<file path="src/rtl/bpu_gshare_param.sv">
// Two-level branch predictor: a PHT of saturating counters indexed by PC and global history,
// read combinationally at fetch and trained by resolved outcomes from the branch stage.
module bpu_gshare_param #(
    parameter int IDX_WIDTH = 6,
    parameter int GHR_WIDTH = 4,
    parameter int CTR_BITS  = 2,
    parameter int MODE      = 1
) (
    input  logic                 clk,
    input  logic                 reset,
    input  logic [31:0]          PCF,
    output logic                 BP,
    output logic [IDX_WIDTH-1:0] BPIdxF,
    input  logic                 BranchB,
    input  logic                 TakenB,
    input  logic                 PredB,
    input  logic [IDX_WIDTH-1:0] IdxB,
    output logic [GHR_WIDTH-1:0] GHR,
    output logic [31:0]          BranchCnt,
    output logic [31:0]          MissCnt
);

    localparam int ENTRIES = 2 ** IDX_WIDTH;
    localparam logic [CTR_BITS-1:0] CTR_INIT = CTR_BITS'((2 ** (CTR_BITS - 1)) - 1);
    localparam logic [CTR_BITS-1:0] CTR_MAX  = '1;

    logic [CTR_BITS-1:0]  pht_q [ENTRIES];
    logic [GHR_WIDTH-1:0] ghr_q, ghr_d;
    logic [31:0]          branch_cnt_q, branch_cnt_d;
    logic [31:0]          miss_cnt_q, miss_cnt_d;
    logic [CTR_BITS-1:0]  ctr_d;
    logic                 armed_q;
    logic                 upd;
    logic                 unused_pcf;

    assign unused_pcf = ^PCF;

    generate
        if (MODE == 0) begin : g_global
            assign BPIdxF = IDX_WIDTH'(ghr_q);
        end else if (MODE == 1) begin : g_gshare
            assign BPIdxF = PCF[IDX_WIDTH+1:2] ^ IDX_WIDTH'(ghr_q);
        end else begin : g_concat
            assign BPIdxF = {ghr_q, PCF[IDX_WIDTH-GHR_WIDTH+1:2]};
        end
    endgenerate

    // No bypass: a same-cycle update to the read entry is seen only after the edge.
    assign BP        = reset & pht_q[BPIdxF][CTR_BITS-1];
    assign GHR       = ghr_q;
    assign BranchCnt = branch_cnt_q;
    assign MissCnt   = miss_cnt_q;

    // armed_q stays low for the first edge after reset release so that edge cannot update.
    assign upd = BranchB & armed_q;

    always_comb begin
        ctr_d = pht_q[IdxB];
        if (TakenB) begin
            if (ctr_d != CTR_MAX) ctr_d = ctr_d + CTR_BITS'(1);
        end else begin
            if (ctr_d != '0) ctr_d = ctr_d - CTR_BITS'(1);
        end
        ghr_d        = GHR_WIDTH'({ghr_q, TakenB});
        branch_cnt_d = (branch_cnt_q == '1) ? branch_cnt_q : branch_cnt_q + 32'd1;
        miss_cnt_d   = ((PredB != TakenB) && (miss_cnt_q != '1)) ? miss_cnt_q + 32'd1
                                                                 : miss_cnt_q;
    end

    always_ff @(posedge clk or negedge reset) begin
        if (!reset) begin
            armed_q      <= 1'b0;
            ghr_q        <= '0;
            branch_cnt_q <= '0;
            miss_cnt_q   <= '0;
            for (int i = 0; i < ENTRIES; i++) pht_q[i] <= CTR_INIT;
        end else begin
            armed_q <= 1'b1;
            if (upd) begin
                pht_q[IdxB]  <= ctr_d;
                ghr_q        <= ghr_d;
                branch_cnt_q <= branch_cnt_d;
                miss_cnt_q   <= miss_cnt_d;
            end
        end
    end

endmodule

</file>
<file path="config.mk">
export PLATFORM = sky130hd
export DESIGN_NAME = bpu_gshare_param
export DESIGN_NICKNAME = d
export VERILOG_FILES = /design/src/rtl/bpu_gshare_param.sv
export SDC_FILE = /design/constraint.sdc
export NUM_CORES = 1
export LEC_CHECK = 0
export CELL_PAD_IN_SITES_DETAIL_PLACEMENT = 0
export CELL_PAD_IN_SITES_GLOBAL_PLACEMENT = 1
export CORE_ASPECT_RATIO = 0.9
export CORE_MARGIN = 2
export CORE_UTILIZATION = 40
export CTS_CLUSTER_DIAMETER = 150
export DETAILED_ROUTE_END_ITERATION = 8
export PLACE_DENSITY_LB_ADDON = 0.08
export SETUP_SLACK_MARGIN = 0.1
export SYNTH_ARGS = -nofsm -noshare
export SYNTH_HDL_FRONTEND = slang
export SYNTH_SLANG_ARGS = --single-unit
export TNS_END_PERCENT = 30
</file>
<file path="constraint.sdc">
create_clock -name clk -period 7 [get_ports clk]
set_input_delay 1.4 -clock clk [delete_from_list [all_inputs] [get_ports clk]]
set_output_delay 1.4 -clock clk [all_outputs]
set_load 0.01 [all_outputs]
</file>
---- Yosys cells after proc, flatten, opt, wreduce, memory -nomap -nowiden ----
Index checks and enable logic that the tools add are counted.
operators by class
  add/sub/neg operators ................... 4
  $lt $le $gt $ge ......................... 3
  equality and inequality tests ........... 4
  multiplexer cells ....................... 12
  bitwise operators ....................... 6
  reductions and logical operators ........ 5
operators by type and width
  kind                   number
  $bwmux 128             1
  $add 32x1->32 const B  2
  $eq 32x32->1 const B   1
  $ne 32x32->1 const B   1
  $bmux 2 s6             2
  $mux 2                 8
  $ge 7x7->1 const B     2
  $not 6->7              2
  $demux 2 s6            1
  $lt 7x1->1 const B     1
  $xor 6x4->6            1
  $reduce_and 2->1       2
  $add 2x1->2 const B    1
  $and 1x1->1            2
  $logic_and 1x1->1      2
  $ne 2x2->1 const B     1
  $reduce_bool 2->1      1
  $sub 2x1->2 const B    1
  $ne 1x1->1             1
  $not 1->1              1
storage, ports and cells
  register bits ........................... 197
  output and inout bits ................... 75
  word-level logic and storage cells ...... 102

---- Longest topological paths before layout ----
Gate-level depths: netlist of the first run.
  depth in word-level cells ............... 8
  depth in mapped cells ................... 13

---- Worst setup path after synthesis of the first run ----
Ideal clock, no wire load.
  kind .................................... input port to output port
  from .................................... input PCF[2]
  to ...................................... output BP
  arrival ................................. 3966 ps
  required time ........................... 5600 ps
  slack ................................... 1634 ps
  stages .................................. 6
  buffers on the path ..................... 1
  cell sequence ........................... xor2_1 > buf_2 > mux4_2 > mux4_2 > mux2_2 > o211a_1
on the way
  longest elaborated chain between the ends .. 6
RTL lines
  what                                        RTL line  source
  start: declaration                          11        input logic [31:0] PCF,
  $xor 6x4->6                                 42        assign BPIdxF = PCF[IDX_WIDTH+1:2] ^ IDX_WIDTH'(ghr_q);
  named net BPIdxF[0]                         13        output logic [IDX_WIDTH-1:0] BPIdxF,
  $not 6->7 (implied by the code)             49        assign BP = reset & pht_q[BPIdxF][CTR_BITS-1];
  $bmux 2 s6                                  49
  $mux 2 (implied by the code) (2 in series)  49
  $and 1x1->1                                 49
  end: declaration                            12        output logic BP,
The timed path passes the listed nets, and every way through them passes these cells. The select of a mux whose other input is x is not followed.

---- Worst setup path in the final report of the first run ----
  from .................................... input PCF[2]
  to ...................................... output BP
on the way
  longest elaborated chain between the ends .. 6
RTL lines
  what                                        RTL line
  $xor 6x4->6                                 42
  $not 6->7 (implied by the code)             49
  $bmux 2 s6                                  49
  $mux 2 (implied by the code) (2 in series)  49
  $and 1x1->1                                 49
No other way between the ends. The select of a mux whose other input is x is not followed.

==> results of run 1 <==
[flip-flops by register name, indices dropped and copies added (netlist names)]
signal	flops
pht_q	128
BranchCnt	32
MissCnt	32
GHR	4
armed_q	1
[path summary, 6_finish.rpt]
path                                       start                     to  cells past startpoint
setup / recovery                          PCF[2]                     BP                      7
hold / removal             pht_q[88]$_DFFE_PN1P_  pht_q[88]$_DFFE_PN1P_                      2
setup reg to reg           pht_q[11]$_DFFE_PN0P_  pht_q[83]$_DFFE_PN0P_                      8
hold reg to reg            pht_q[88]$_DFFE_PN1P_  pht_q[88]$_DFFE_PN1P_                      2
max in group asynchronous                  reset  pht_q[81]$_DFFE_PN0P_                      3
min in group asynchronous                  reset  pht_q[13]$_DFFE_PN0P_                      1
[power groups by stage]
stage	logic (mW)	registers (mW)	clock network, mW
after CTS	0.517	1.36	0.994
final	0.510	1.36	0.971
after global placement	0.511	1.38	0
after global routing	0.562	1.38	1.04
after detailed placement	0.516	1.38	0
after floorplan	0.300	1.36	0
[worst max-delay path, stage by stage]
cell and delay, ns:
clkdlybuf4s50_1 0.55, xor2_4 0.61, mux4_2 0.59, mux4_2 0.55
mux2_2 0.29, o211a_1 0.21, clkdlybuf4s50_1 0.48
[kinds of logic after synthesis]
kind of cell / synth area share [%]
and+or+nand+nor: 16.6
AOI/OAI and AO/OA: 13.0
DFF: 49.6
xor gates and xnor gates: 5.81
buffers and inverters: 3.22
muxes: 11.3
adders and majority gates: 0.458
other: 0.0371
[cells in the mapped netlist (all sizes together), types with 3 or more instances]
cell and number:
a21oi 41, a31oi 3, and2 9, and3 10, and4 7, buf 26
clkbuf 29, dfrtp 133, dfstp 64, inv 12, mux2 11, mux2i 18
mux4 37, nand2 141, nand2b 5, nand3 36, nand3b 3, nand4 24
nor2 95, nor2b 5, nor3 12, nor3b 4, nor4 4, o21ai 103
o31ai 33, xnor2 50, xor2 17
[stage by stage]
step	worst slack, ns	power [mW]	cell area (sq um)	utilization (%)	hold WS, ns
CTS	0.882	2.87	11900	47.6	0.483
detailed placement	0.901	1.90	11300	45.3	0.472
global route	0.749	2.98	11900	47.6	0.492
finish	0.901	2.84	11900	47.6	0.479
floorplan	1.63	1.66	10100	-	0.455
global placement	0.893	1.89	11300	45.3	0.467
[layout make-up]
cell class / count / area share [%]
sequential: 197 / 42.1
multi-input combinational: 704 / 40.3
timing repair buffer: 111 / 8.83
tap: 342 / 3.60
clock buffer: 17 / 3.58
clock inverter: 15 / 1.16
inverter: 12 / 0.379
[routing by layer]
metal / wire, um / vias to the layer above / part of all wire (%)
met5: 0 / - / 0
met4: 333 / 0 / 1.3
met3: 982 / 21 / 3.7
met2: 11400 / 152 / 44
met1: 13500 / 3645 / 51
li1: - / 3611 / -
==> run summary, run 1 <==
crit path capture type -> output port
Post-synth EDFFs -> 0
Post-synth ARST share -> 100%
Setup Buffers After CTS -> 0
Synth Area per Inst -> 10.4 sq um
P_leak -> 4.65 nW
Relative slew margins -> 21.9%
post-cts resize count -> 0
R2R Setup Slk -> 3.71 ns
hold_buf cts -> 0
commonest non-fill, non-tap cell in the layout -> nand2_1
Worst Path Required -> 5.60 ns
Clock Latency Late Sink -> 0.45 ns
DRC viols -> 0
Max-Cap Viols -> 0
Starting DRT DRC Count -> 511
Netlist cell types -> 61
register area -> 5010 sq um
area occupied by multi-input gates -> 4790 sq um
Ant. Diodes -> 0
CP Class -> in2out
Slew Limit Fails -> 0
WL per Instance -> 18.8 um
H-tree depth -> 4
PwrDens -> 239 nW/um^2
register area share after synthesis -> 49.6%
CTS Root Cell -> clkbuf_16
Synth Flop Type -> dfrtp_1
worst hold-check path type -> reg2reg
Tmin final -> 6.10 ns
Fillers -> 2375
clk sinks -> 197
DP Cell Count -> 1366
Yosys warning total -> 0
Worst VDD drop -> 0.000163 V
Routed Antenna Nets -> 0
share of cells above drive strength 1 -> 19.3%
final WL -> 26.3 mm
Finish-stage setup viols -> 0
Comb pwr share -> 18.0%
total number of vias -> 7429
syn_nets -> 1013
CP Data Arrival Time -> 4.70 ns
final hold violations -> 0
crit start category -> input pin
largest buffer count on any clock path -> 2
die area -> 26500 sq um
core box area -> 25000 sq um
Row Count -> 55
CTS tree -> yes
Max Fclk -> 164 MHz
P_int -> 1.98 mW
commonest non-fill, non-tap cells in the layout -> 141 x nand2_1, 133 x dfrtp_1, 102 x o21ai_0
Final Cycle Share -> 87.1%
GP Congestion -> 0.759
status -> completed
NetSw -> 0.860 mW
Sw Share -> 30.3%
starting density of the core -> 40.4%
Inserted Clock Buffers -> 17
share of the synthesized area in the top cell type -> 33.0%
cell area after synthesis -> 10100 sq um
RSZ-0062 raised after global routing -> no
CP max FO -> 13
post-DP HPWL -> 17.6 mm
largest net degree at the start of global routing -> 75
Fin Setup TNS -> 0 ns
first-pass GRT wire length -> 42.8 mm
Via density -> 5.31
port bufs -> 91
Top-Level Pins -> 118
antenna violations before repair -> 0
total track usage -> 21.0%
Worst Skew -> 0.0159 ns
#FFs+latches synth -> 197
Initial DRT Pass Iterations -> 5
layout net count -> 1088
Synth Instances -> 968
Reg power frac -> 47.8%
GRT met3 Usage -> 2.99%
met1 Use GR -> 32.7%
grt total ovfl -> 0
DIE HEIGHT -> 155 um
area delta synth->final -> 17.7%
Worst-path clk slew -> 0.08 ns
vias in the first global route -> 7316
busiest grt layer -> met1
Die W -> 171 um
GR Util met2 -> 30.3%
Worst-Margin Slew -> 1.17 ns
Clk pwr share -> 34.2%
Synth area leaders -> dfrtp_1 33%, dfstp_2 17%, mux4_2 8.3%
post-route insts no fill -> 1398
cell taking the most area after synthesis -> dfrtp_1
No activity file was read; power rests on OpenSTA's default activity.
==> run 2, diff against run 1 <==
--- a/config.mk
+++ b/config.mk
@@ -8,10 +8,10 @@
 export CELL_PAD_IN_SITES_DETAIL_PLACEMENT = 0
 export CELL_PAD_IN_SITES_GLOBAL_PLACEMENT = 1
 export CORE_ASPECT_RATIO = 0.9
-export CORE_MARGIN = 2
 export CORE_UTILIZATION = 40
 export CTS_CLUSTER_DIAMETER = 150
 export DETAILED_ROUTE_END_ITERATION = 8
+export MAX_ROUTING_LAYER = met4
 export PLACE_DENSITY_LB_ADDON = 0.08
 export SETUP_SLACK_MARGIN = 0.1
 export SYNTH_ARGS = -nofsm -noshare
==> run 2 against run 1 <==
Against the previous run:
- die area shrank 2.4%
- sequential power is essentially flat
- register-to-register slack lost 0.25 ns
- combinational power grew 1%
- clock skew shrank 0.0021 ns
- hold slack gained 0.00066 ns
==> run summary, run 2 (synthesized netlist as in run 1, its figures left out) <==
starting density of the core -> 41.2% (was 40.4%)
core box area -> 24500 sq um (was 25000 sq um)
total number of vias -> 7478 (was 7429)
number of flip-flops in the largest register -> 128 (unchanged)
layout net count -> 1087 (was 1088)
Buf/Inv on CP -> 2 (unchanged)
CP max FO -> 13 (unchanged)
Die W -> 169 um (was 171 um)
FF-to-FF path depth -> 8 (unchanged)
P_leak -> 4.64 nW (was 4.65 nW)
Routed Antenna Nets -> 0 (unchanged)
Final Cycle Share -> 86.7% (was 87.1%)
CP peak stage delay -> 0.59 ns (was 0.61 ns)
port bufs -> 91 (unchanged)
Place WS -> 0.900 ns (was 0.901 ns)
final hold violations -> 0 (unchanged)
vias in the first global route -> 7355 (was 7316)
largest buffer count on any clock path -> 2 (unchanged)
Setup Buffers After CTS -> 0 (unchanged)
CP Class -> in2out (unchanged)
Crit Reg-Reg Startpoint -> pht_q[1]$_DFFE_PN0P_ (was pht_q[11]$_DFFE_PN0P_)
Inserted Clock Buffers -> 17 (unchanged)
hold_buf cts -> 0 (unchanged)
Row Count -> 54 (was 55)
Clock Latency Late Sink -> 0.44 ns (was 0.45 ns)
final core utilization -> 48.4% (was 47.6%)
critical path's top delay family -> multiplexers (unchanged)
Worst Path Required -> 5.60 ns (about the same)
worst hold-check path type -> reg2reg (unchanged)
PwrDens -> 240 nW/um^2 (was 239 nW/um^2)
GP Congestion -> 0.787 (was 0.759)
Max Fclk -> 165 MHz (was 164 MHz)
Slowest-stage cell, CP -> xor2_4 (unchanged)
Worst Hold End -> pht_q[96]$_DFFE_PN1P_ (was pht_q[88]$_DFFE_PN1P_)
antenna violations before repair -> 0 (unchanged)
crit path capture type -> output port (unchanged)
total track usage -> 22.4% (was 21.0%)
hold path cells -> 2 (unchanged)
RSZ-0062 raised after global routing -> no (unchanged)
Starting DRT DRC Count -> 484 (was 511)
Worst Skew -> 0.0138 ns (was 0.0159 ns)
Top-Level Pins -> 118 (unchanged)
Fin Setup TNS -> 0 ns (unchanged)
Via density -> 5.38 (was 5.31)
DIE HEIGHT -> 153 um (was 155 um)
final setup margin -> 0.933 ns (was 0.901 ns)
RR Endpoint -> pht_q[120]$_DFFE_PN1P_ (was pht_q[83]$_DFFE_PN0P_)
commonest non-fill, non-tap cells in the layout -> 141 x nand2_1, 133 x dfrtp_1, 102 x o21ai_0 (unchanged)
status -> completed (unchanged)
final WL -> 26.8 mm (was 26.3 mm)
commonest non-fill, non-tap cell in the layout -> nand2_1 (unchanged)
Fillers -> 2311 (was 2375)
area delta synth->final -> 17.6% (was 17.7%)
WL per Instance -> 19.2 um (was 18.8 um)
Top reg by flops -> pht_q (unchanged)
Worst Hold Slack -> 0.480 ns (was 0.479 ns)
CTS tree -> yes (unchanged)
first-pass GRT wire length -> 43.4 mm (was 42.8 mm)
post-cts resize count -> 0 (unchanged)
DRC viols -> 0 (unchanged)
CTS Root Cell -> clkbuf_16 (unchanged)
Ant. Diodes -> 0 (unchanged)
Tmin final -> 6.07 ns (was 6.10 ns)
Initial DRT Pass Iterations -> 4 (was 5)
Relative slew margins -> 20.8% (was 21.9%)
post-DP HPWL -> 17.8 mm (was 17.6 mm)
clk sinks -> 197 (unchanged)
crit-path cells -> clkdlybuf4s50_1 > xor2_4 > mux4_2 > mux4_2 > mux2_2 > o211a_1 > clkdlybuf4s50_1 (unchanged)
Worst Hold Launch -> pht_q[96]$_DFFE_PN1P_ (was pht_q[88]$_DFFE_PN1P_)
grt total ovfl -> 0 (unchanged)
Slew Limit Fails -> 0 (unchanged)
largest net degree at the start of global routing -> 85 (was 75)
Worst-path clk slew -> 0.07 ns (was 0.08 ns)
CP Data Arrival Time -> 4.67 ns (was 4.70 ns)
Finish-stage setup viols -> 0 (unchanged)
H-tree depth -> 4 (unchanged)
Max-Cap Viols -> 0 (unchanged)
share of cells above drive strength 1 -> 19.1% (was 19.3%)
Worst VDD drop -> 0.000154 V (was 0.000163 V)
Worst-Margin Slew -> 1.19 ns (was 1.17 ns)
die area -> 25900 sq um (was 26500 sq um)
R2R Setup Slk -> 3.46 ns (was 3.71 ns)
crit start category -> input pin (unchanged)
## run 2: changes by cell type in the layout (fill, tap and decap cells not counted), sizes merged
| cell | before | now |
|---|---|---|
| inv | 21 | 19 |
| clkinv | 5 | 3 |
| clkinvlp | 1 | 3 |
| buf | 23 | 22 |
| bufinv | 0 | 1 |
| clkbuf | 18 | 19 |
## run 2: worst max-delay path by stage
stage | startpoint | cells after the start | to
6_report | PCF[2] | 7 | BP
5_1_grt | PCF[2] | 9 | BP
4_1_cts | PCF[2] | 7 | BP
3_5_place_dp | PCF[2] | 7 | BP
3_3_place_gp | PCF[2] | 7 | BP
2_1_floorplan | PCF[2] | 6 | BP
## run 2: cell type report
| class | count | area, sq um | area share [%] |
|---|---|---|---|
| Clock inverter | 14 | 140 | 1.18 |
| Sequential cell | 197 | 5010 | 42.2 |
| Clock buffer | 18 | 429 | 3.61 |
| Timing Repair Buffer | 110 | 1040 | 8.77 |
| Inverter | 12 | 45.0 | 0.379 |
| Tap cell | 336 | 420 | 3.54 |
| Multi-Input combinational cell | 704 | 4790 | 40.3 |
## run 2: worst register-to-register path: cells and delay by family (launching register included)
kind / cells / cell delay, ns
multiplexers: 1 / 0.47
buffers and inverters: 1 / 0.52
AND/OR/NAND/NOR: 3 / 0.87
adder cells (fa/ha/maj): 1 / 0.86
AO/OA/AOI/OAI: 2 / 0.31
flip-flops: 1 / 0.41
## run 2: metal layers
metal	wire length, um	up-vias	share of wire (%)	global-route usage (%)
met5	0	-	0	-
met4	269	0	1.0	5.36
met3	1010	14	3.8	3.14
met2	11900	158	44	32.5
met1	13600	3707	51	33.0
li1	-	3599	-	-
## run 2: report_power, final
part / internal, mW / switching, mW
Clock: 0.502 / 0.476
Sequential: 1.26 / 0.0953
Combinational: 0.244 / 0.272
## run 2: per-stage QoR
stage / std cells / total power [mW] / instance area [sq um]
global route: 1391 / 2.99 / 11900
detailed placement: 1359 / 1.90 / 11300
finish: 1391 / 2.85 / 11900
floorplan: 968 / 1.66 / 10100
global placement: 1359 / 1.89 / 11300
CTS: 1391 / 2.89 / 11900
